==> src/rtl/cart_pkg.sv <==
// cart_pkg: shared types and constants for the cartridge ROM fetch path.
// Optional feature macro: CART_ROM_PREFETCH_EN (next-word prefetch buffer).
package cart_pkg;

  // Byte-address width of the cartridge ROM space.
  localparam int CART_ADDR_W = 25;

  // Fetch FSM states. ST_PREF is only reachable with CART_ROM_PREFETCH_EN.
  typedef enum logic [1:0] {
    ST_IDLE = 2'd0,
    ST_REQ  = 2'd1,
    ST_PREF = 2'd2
  } fetch_state_e;

  // Pick one byte out of a little-endian 16-bit word (hi=1 -> odd byte).
  function automatic logic [7:0] select_byte(input logic [15:0] word, input logic hi);
    logic [7:0] b;
    if (hi) begin
      b = word[15:8];
    end else begin
      b = word[7:0];
    end
    return b;
  endfunction

endpackage

==> src/rtl/cart_rom_fetch_if.sv <==
// cart_rom_fetch_if: mapper-side read port plus SDRAM word-read port.
// slave = fetch unit view, master = mapper/SDRAM environment view.
// Optional feature macro: CART_ROM_PREFETCH_EN (does not change this bundle).
interface cart_rom_fetch_if
  import cart_pkg::*;
#(
  parameter int ADDR_W = CART_ADDR_W
);
  logic [ADDR_W-1:0] rom_address;
  logic              cart_read;
  logic [7:0]        rom_din;
  logic              rom_busy;
  logic              sdram_req;
  logic [ADDR_W-1:0] sdram_addr;
  logic              sdram_ack;
  logic [15:0]       sdram_data;

  modport slave (
    input  rom_address, cart_read, sdram_ack, sdram_data,
    output rom_din, rom_busy, sdram_req, sdram_addr
  );

  modport master (
    output rom_address, cart_read, sdram_ack, sdram_data,
    input  rom_din, rom_busy, sdram_req, sdram_addr
  );
endinterface

==> src/rtl/cart_rom_wordbuf.sv <==
// cart_rom_wordbuf: one cached 16-bit ROM word with its word tag and valid bit.
// match is combinational against probe_tag. With CART_ROM_PREFETCH_EN the
// stored tag and valid are also exported so two buffers can be swapped.
module cart_rom_wordbuf
  import cart_pkg::*;
#(
  parameter int TAG_W = CART_ADDR_W - 1
) (
  input  logic             clk,
  input  logic             rst,
  input  logic             load,
  input  logic [15:0]      word_in,
  input  logic [TAG_W-1:0] tag_in,
  input  logic             valid_in,
  input  logic [TAG_W-1:0] probe_tag,
  output logic [15:0]      word,
  output logic             match
`ifdef CART_ROM_PREFETCH_EN
  ,
  output logic [TAG_W-1:0] tag,
  output logic             valid
`endif
);

  logic [15:0]      word_q, word_d;
  logic [TAG_W-1:0] tag_q, tag_d;
  logic             valid_q, valid_d;

  // Capture a new entry on load, otherwise hold
  always_comb begin
    if (load) begin
      word_d  = word_in;
      tag_d   = tag_in;
      valid_d = valid_in;
    end else begin
      word_d  = word_q;
      tag_d   = tag_q;
      valid_d = valid_q;
    end
  end

  // Entry storage; reset only needs to drop valid but clears everything
  always_ff @(posedge clk or posedge rst) begin
    if (rst) begin
      word_q  <= 16'h0000;
      tag_q   <= {TAG_W{1'b0}};
      valid_q <= 1'b0;
    end else begin
      word_q  <= word_d;
      tag_q   <= tag_d;
      valid_q <= valid_d;
    end
  end

  assign word  = word_q;
  assign match = valid_q && (tag_q == probe_tag);
`ifdef CART_ROM_PREFETCH_EN
  assign tag   = tag_q;
  assign valid = valid_q;
`endif

endmodule

==> src/rtl/cart_rom_fetch.sv <==
// cart_rom_fetch: turns byte reads from the cart mapper into 16-bit SDRAM
// word reads, keeping the last word so the sibling byte hits with no delay.
// Optional feature macro: CART_ROM_PREFETCH_EN adds a second word buffer that
// is filled with the following word after every demand fill.
module cart_rom_fetch
  import cart_pkg::*;
#(
  parameter int                ADDR_W   = CART_ADDR_W,
  parameter logic [ADDR_W-1:0] ROM_BASE = {ADDR_W{1'b0}}
) (
  input logic             clk_sys,
  input logic             reset,
  cart_rom_fetch_if.slave bus
);

  localparam int TAG_W = ADDR_W - 1;
  localparam logic [ADDR_W-1:0] WORD_STEP = {{(ADDR_W-2){1'b0}}, 2'b10};
  localparam logic [TAG_W-1:0]  TAG_ONE   = {{(TAG_W-1){1'b0}}, 1'b1};

  fetch_state_e      state_q, state_d;
  logic              sdram_req_q, sdram_req_d;
  logic [ADDR_W-1:0] sdram_addr_q, sdram_addr_d;
  logic [TAG_W-1:0]  pend_tag_q, pend_tag_d;   // word tag of the fetch in flight
  logic [7:0]        rom_din_q, rom_din_d;

  logic [TAG_W-1:0]  cur_tag_s;
  logic [ADDR_W-1:0] based_addr_s;
  logic              hit_s, miss_s;
  logic [7:0]        byte_s;

  logic              d_load_s, d_valid_in_s, d_match_s;
  logic [15:0]       d_word_in_s, d_word_s;
  logic [TAG_W-1:0]  d_tag_in_s;
`ifdef CART_ROM_PREFETCH_EN
  logic              p_load_s, p_valid_in_s, p_match_s, p_valid_s, d_valid_s;
  logic [15:0]       p_word_in_s, p_word_s;
  logic [TAG_W-1:0]  p_tag_in_s, p_tag_s, d_tag_s;
`endif

  assign cur_tag_s    = bus.rom_address[ADDR_W-1:1];
  assign based_addr_s = bus.rom_address + ROM_BASE;   // wraps modulo 2^ADDR_W
  assign hit_s        = bus.cart_read && d_match_s;
  assign miss_s       = bus.cart_read && !d_match_s;
  assign byte_s       = select_byte(d_word_s, bus.rom_address[0]);

  cart_rom_wordbuf #(.TAG_W(TAG_W)) u_dbuf (
    .clk       (clk_sys),
    .rst       (reset),
    .load      (d_load_s),
    .word_in   (d_word_in_s),
    .tag_in    (d_tag_in_s),
    .valid_in  (d_valid_in_s),
    .probe_tag (cur_tag_s),
    .word      (d_word_s),
    .match     (d_match_s)
`ifdef CART_ROM_PREFETCH_EN
    ,
    .tag       (d_tag_s),
    .valid     (d_valid_s)
`endif
  );

`ifdef CART_ROM_PREFETCH_EN
  cart_rom_wordbuf #(.TAG_W(TAG_W)) u_pbuf (
    .clk       (clk_sys),
    .rst       (reset),
    .load      (p_load_s),
    .word_in   (p_word_in_s),
    .tag_in    (p_tag_in_s),
    .valid_in  (p_valid_in_s),
    .probe_tag (cur_tag_s),
    .word      (p_word_s),
    .match     (p_match_s),
    .tag       (p_tag_s),
    .valid     (p_valid_s)
  );
`endif

  // Next-state, SDRAM request and buffer-load decisions of the fetch FSM
  always_comb begin
    state_d      = state_q;
    sdram_req_d  = sdram_req_q;
    sdram_addr_d = sdram_addr_q;
    pend_tag_d   = pend_tag_q;
    d_load_s     = 1'b0;
    d_word_in_s  = bus.sdram_data;
    d_tag_in_s   = pend_tag_q;
    d_valid_in_s = 1'b1;
`ifdef CART_ROM_PREFETCH_EN
    p_load_s     = 1'b0;
    p_word_in_s  = bus.sdram_data;
    p_tag_in_s   = pend_tag_q;
    p_valid_in_s = 1'b1;
`endif
    case (state_q)
      ST_IDLE: begin
        if (miss_s) begin
`ifdef CART_ROM_PREFETCH_EN
          if (p_match_s) begin
            // Prefetched word is the one wanted: exchange the two buffers
            d_load_s     = 1'b1;
            d_word_in_s  = p_word_s;
            d_tag_in_s   = p_tag_s;
            d_valid_in_s = p_valid_s;
            p_load_s     = 1'b1;
            p_word_in_s  = d_word_s;
            p_tag_in_s   = d_tag_s;
            p_valid_in_s = d_valid_s;
          end else begin
            state_d      = ST_REQ;
            sdram_req_d  = 1'b1;
            sdram_addr_d = {based_addr_s[ADDR_W-1:1], 1'b0};
            pend_tag_d   = cur_tag_s;
          end
`else
          state_d      = ST_REQ;
          sdram_req_d  = 1'b1;
          sdram_addr_d = {based_addr_s[ADDR_W-1:1], 1'b0};
          pend_tag_d   = cur_tag_s;
`endif
        end else begin
          state_d = ST_IDLE;   // acks seen here are stale and ignored
        end
      end
      ST_REQ: begin
        if (bus.sdram_ack) begin
          d_load_s = 1'b1;
`ifdef CART_ROM_PREFETCH_EN
          // Immediately chase the following word; SDRAM offset steps by 2
          state_d      = ST_PREF;
          sdram_req_d  = 1'b1;
          sdram_addr_d = sdram_addr_q + WORD_STEP;
          pend_tag_d   = pend_tag_q + TAG_ONE;
`else
          state_d     = ST_IDLE;
          sdram_req_d = 1'b0;
`endif
        end else begin
          state_d = ST_REQ;
        end
      end
`ifdef CART_ROM_PREFETCH_EN
      ST_PREF: begin
        if (bus.sdram_ack) begin
          p_load_s    = 1'b1;
          state_d     = ST_IDLE;
          sdram_req_d = 1'b0;
        end else begin
          state_d = ST_PREF;
        end
      end
`endif
      default: begin
        state_d     = ST_IDLE;
        sdram_req_d = 1'b0;
      end
    endcase
  end

  // Output byte: live buffer byte on a hit, otherwise the last byte delivered
  always_comb begin
    if (hit_s) begin
      rom_din_d = byte_s;
    end else begin
      rom_din_d = rom_din_q;
    end
  end

  // Fetch FSM state and registered SDRAM request outputs
  always_ff @(posedge clk_sys or posedge reset) begin
    if (reset) begin
      state_q      <= ST_IDLE;
      sdram_req_q  <= 1'b0;
      sdram_addr_q <= {ADDR_W{1'b0}};
      pend_tag_q   <= {TAG_W{1'b0}};
      rom_din_q    <= 8'h00;
    end else begin
      state_q      <= state_d;
      sdram_req_q  <= sdram_req_d;
      sdram_addr_q <= sdram_addr_d;
      pend_tag_q   <= pend_tag_d;
      rom_din_q    <= rom_din_d;
    end
  end

  assign bus.rom_din    = rom_din_d;
  assign bus.rom_busy   = miss_s && !reset;
  assign bus.sdram_req  = sdram_req_q;
  assign bus.sdram_addr = sdram_addr_q;

endmodule

==> src/flat_wrapper.sv <==
// flat-port wrapper written by rule: the top's interface ports become plain ports
module cart_rom_fetch_flat import cart_pkg::*;
#(
  parameter int                ADDR_W   = CART_ADDR_W,
  parameter logic [ADDR_W-1:0] ROM_BASE = {ADDR_W{1'b0}}
)
  (clk_sys, reset, bus_rom_address, bus_cart_read, bus_sdram_ack, bus_sdram_data, bus_rom_din, bus_rom_busy, bus_sdram_req, bus_sdram_addr);
  cart_rom_fetch_if #(.ADDR_W(ADDR_W)) bus_i ();
  input logic clk_sys;
  input logic reset;
  input wire logic [$bits(bus_i.rom_address)-1:0] bus_rom_address;
  input wire logic [$bits(bus_i.cart_read)-1:0] bus_cart_read;
  input wire logic [$bits(bus_i.sdram_ack)-1:0] bus_sdram_ack;
  input wire logic [$bits(bus_i.sdram_data)-1:0] bus_sdram_data;
  output wire logic [$bits(bus_i.rom_din)-1:0] bus_rom_din;
  output wire logic [$bits(bus_i.rom_busy)-1:0] bus_rom_busy;
  output wire logic [$bits(bus_i.sdram_req)-1:0] bus_sdram_req;
  output wire logic [$bits(bus_i.sdram_addr)-1:0] bus_sdram_addr;
  assign bus_i.rom_address = bus_rom_address;
  assign bus_i.cart_read = bus_cart_read;
  assign bus_i.sdram_ack = bus_sdram_ack;
  assign bus_i.sdram_data = bus_sdram_data;
  assign bus_rom_din = bus_i.rom_din;
  assign bus_rom_busy = bus_i.rom_busy;
  assign bus_sdram_req = bus_i.sdram_req;
  assign bus_sdram_addr = bus_i.sdram_addr;
  cart_rom_fetch #(.ADDR_W(ADDR_W), .ROM_BASE(ROM_BASE)) u_core (.clk_sys(clk_sys), .reset(reset), .bus(bus_i));
endmodule
==> config.mk <==
export PLATFORM = sky130hd
export DESIGN_NAME = cart_rom_fetch_flat
export DESIGN_NICKNAME = d
export VERILOG_FILES = /design/src/rtl/cart_pkg.sv /design/src/rtl/cart_rom_fetch_if.sv /design/src/rtl/cart_rom_wordbuf.sv /design/src/rtl/cart_rom_fetch.sv /design/src/flat_wrapper.sv
export SDC_FILE = /design/constraint.sdc
export NUM_CORES = 1
export LEC_CHECK = 0
export ABC_AREA = 1
export BUFFER_PORTS_ARGS = -buffer_cell sky130_fd_sc_hd__buf_2
export CORE_MARGIN = 3
export CORE_UTILIZATION = 53
export CTS_BUF_LIST = sky130_fd_sc_hd__clkbuf_8 sky130_fd_sc_hd__clkbuf_16
export DETAILED_ROUTE_END_ITERATION = 8
export PLACE_DENSITY = 0.86
export SETUP_SLACK_MARGIN = 0.5
export SLEW_MARGIN = 30
export SYNTH_ARGS = -nofsm -noshare
export SYNTH_HDL_FRONTEND = slang
export SYNTH_SLANG_ARGS = --single-unit
==> constraint.sdc <==
create_clock -name clk_sys -period 3.87 [get_ports clk_sys]
set_clock_uncertainty 0.2 [all_clocks]
set_input_delay 0.9675 -clock clk_sys [delete_from_list [all_inputs] [get_ports clk_sys]]
set_output_delay 0.9675 -clock clk_sys [all_outputs]
set_load 0.02 [all_outputs]
==> out/metrics.cfg <==
[outcome]
status=complete, no violations

[finish]
syn_to_final_growth_pct=33.57
diodes=0
layout-drive-gt1-share=0.3204
nets=580
fillers=402

[yosys]
yosys.cell_types.count=20
yosys.area.top_type_share=0.5490
synthTopCellsByCount=nand2_1 (189), dfrtp_1 (75), o21ai_0 (39)
synth.area.mux_share=0
synth_compound_area_frac=0.07028
synthSimpleGateAreaFrac=0.2943
synth_largest_area_cell=dfrtp_1
synth_seq_area_share=0.5490
synthArstFlopShare=1.000
synth_xor_area_frac=0.01281
yosys_register_bits=75
netlist_top_cells_area=dfrtp_1 (55%), nand2_1 (21%), o21ai_0 (5.7%)
synth-adder-area-share=0
avgSynthCellArea_um2=7.968
synth_nets=474
synthCells=429
synth.most_common_cell=nand2_1
ys_warn_count=0
syn_area_um2=3418
synth_top_family_by_area=simple AND/OR/NAND/NOR gates
synth_ff_type=dfrtp_1
synth-edff-count=0

[drt]
via_per_inst=5.402
drt_iter0_markers=365
dr.pass1.iters=5
drc=0
vias=3322
wl_per_cell_um=15.89
drt_wl_total_mm=9.772
ant_nets=0

[floorplanning]
initial_core_util=0.5608
dieWidth_um=86.31
core_um2=6096
ioPinCount=80
dieArea_um2=7449
die_y_um=86.31
rows=28

[clock_tree]
clock_latency_ns=0.36
numCtsBuffers=9
cts_root_buf=clkbuf_8
cts_tree=yes
cts_sinks=75
hold_buffers=0
cts_max_level=3
path_clk_slew_ns=0.08
clock_path_buffers=2

[timing]
maxClockFrequency_mhz=280.5
slew_headroom=0.4702
worst_pin_slew_ns=0.7898
fin_crit_sh=0.9213
setup_slack_ns=0.3047
setup_viol=0
grt_setup_unrepaired=yes
maxSlewViolCount=0
tns_ns=0
min_period_ns=3.565
hold_viol_final=0

[global_routing]
grt_max_degree=48
antenna_found_initial=0
grt_first_pass_wirelength_mm=14.65
grtUsageTotal=0.2540
grt_overflow_total=0
grt_pass1_vias=3026

[place]
gp_congestion=0.8531
numPortBuffers=78
place_hpwl_mm=5.468
place_ws_ns=0.3073

[setup_path]
worstPathCellList=buf_2, inv_2, nand2_1, o21ai_0, nor2_1, nand2_1, nor2_4, nand3_4, buf_4, o21ai_2, nand2_2, buf_4, buf_4, buf_4, buf_4, buf_4, buf_4, buf_4, buf_4, buf_4, buf_4, buf_4
crit_path_end_kind=flop
crit_slowest_cell=buf_4
required_ns=3.92
critPathMaxStageDelay_ns=0.18
worst-endpoint-arrival_ns=3.62
critPathKind=in2reg
crit_path_start_kind=primary input
crit_top_cell=buf_4
crit_fanout=7

[worst_hold_path]
hold_class=reg2reg

[power_and_ir_drop]
pwr_density_cell_nw_per_um2=504.9
vdd_ir_drop_max_mv=0.3390
p_leak_nw=2.493

[job]
max_cap_violations=0

registers in the layout, indices dropped and copies added, names as in the netlist:
| signal | cells |
|---|---|
| u_core.bus.sdram_req | 1 |
| u_core.u_dbuf.tag_q | 24 |
| u_core.state_q | 1 |
| u_core.d_tag_in_s | 24 |
| u_core.u_dbuf.valid_q | 1 |
| u_core.u_dbuf.word | 16 |
| u_core.rom_din_q | 8 |
metal layers:
metal  vias to the layer above  wire (µm)  track usage
li1                       1556          -            -
met1                      1545       3870       0.3365
met2                       186       4823       0.4121
met3                        35        753      0.04468
met4                         0        325       0.1119
met5                         -          0            0
cell usage in the layout, fill, tap and decap left out, drive strengths merged:
cell and count:
nand2 189, buf 114, dfrtp 75, o21ai 46
inv 39, nand4 24, nor2 23, clkbuf 10
xor2 4, nand3 4, clkinv 4, a21oi 2
clkinvlp 2, bufinv 2, xnor2 1, conb 1
where the power goes:
| part | internal [mW] | switching [mW] | leakage, nW |
|---|---|---|---|
| logic | 0.198 | 0.373 | 1.44 |
| registers | 0.952 | 0.116 | 0.943 |
| clock network | 0.362 | 0.305 | 0.107 |
final timing paths:
check | slack [ns] | end | from | cells after the start
worst min register to register | 0.28 | u_core.u_dbuf.word[15] | u_core.u_dbuf.word[15] | 2
min in group asynchronous | 0.53 | u_core.u_dbuf.tag_q[16] | reset | 2
worst max-delay path | 0.30 | u_core.rom_din_q[7] | bus_rom_address[14] | 22
max in group asynchronous | 2.30 | u_core.u_dbuf.tag_q[12] | reset | 3
worst max register to register | 0.61 | u_core.rom_din_q[7] | u_core.u_dbuf.tag_q[13] | 20
worst min-delay path | 0.28 | u_core.u_dbuf.word[15] | u_core.u_dbuf.word[15] | 2
cell families (layout without fill, tap and decap cells):
family                    Yosys count  in the layout
AOI/OAI and AO/OA                  48             48
other                               1              1
and+or+nand+nor                   240            240
buffers and inverters              60            171
xor gates and xnor gates            5              5
DFF                                75             75
stage by stage:
stage,cells,instance area [µm²],power [mW],hold WS (ns),util
5_1_grt,615,4566,2.425,0.2869,0.7490
3_5_place_dp,567,3855,1.593,0.2485,0.6324
6_report,615,4566,2.305,0.2821,0.7490
4_1_cts,608,4413,2.267,0.2672,0.7239
2_1_floorplan,429,3418,1.415,0.2224,-
3_3_place_gp,567,3855,1.565,0.2387,0.6324
critical path: cells and delay by family:
kind,cells,cell delay [ns]
simple gates,6,0.70
buf+inv,14,1.69
compound gates,2,0.25
layout make-up:
class / instances / area [µm²] / share of cell area
repair buffers: 115 / 830.8 / 0.1820
well taps: 75 / 93.84 / 0.02055
flip-flops and latches: 75 / 1877 / 0.4111
multi-input cells: 294 / 1396 / 0.3058
clock buffers: 9 / 123.9 / 0.02713
inverters: 40 / 151.4 / 0.03316
clock inverters: 7 / 92.59 / 0.02028
timing repair:
action                                  CTS  global route
gates cloned                              0             1
resized for setup                        46            32
pin swaps                                22            21
setup buffers                            25             6
endpoints found under the setup margin    9            11
endpoints found under the hold margin     0             0
(Power assumes the default switching activity.)
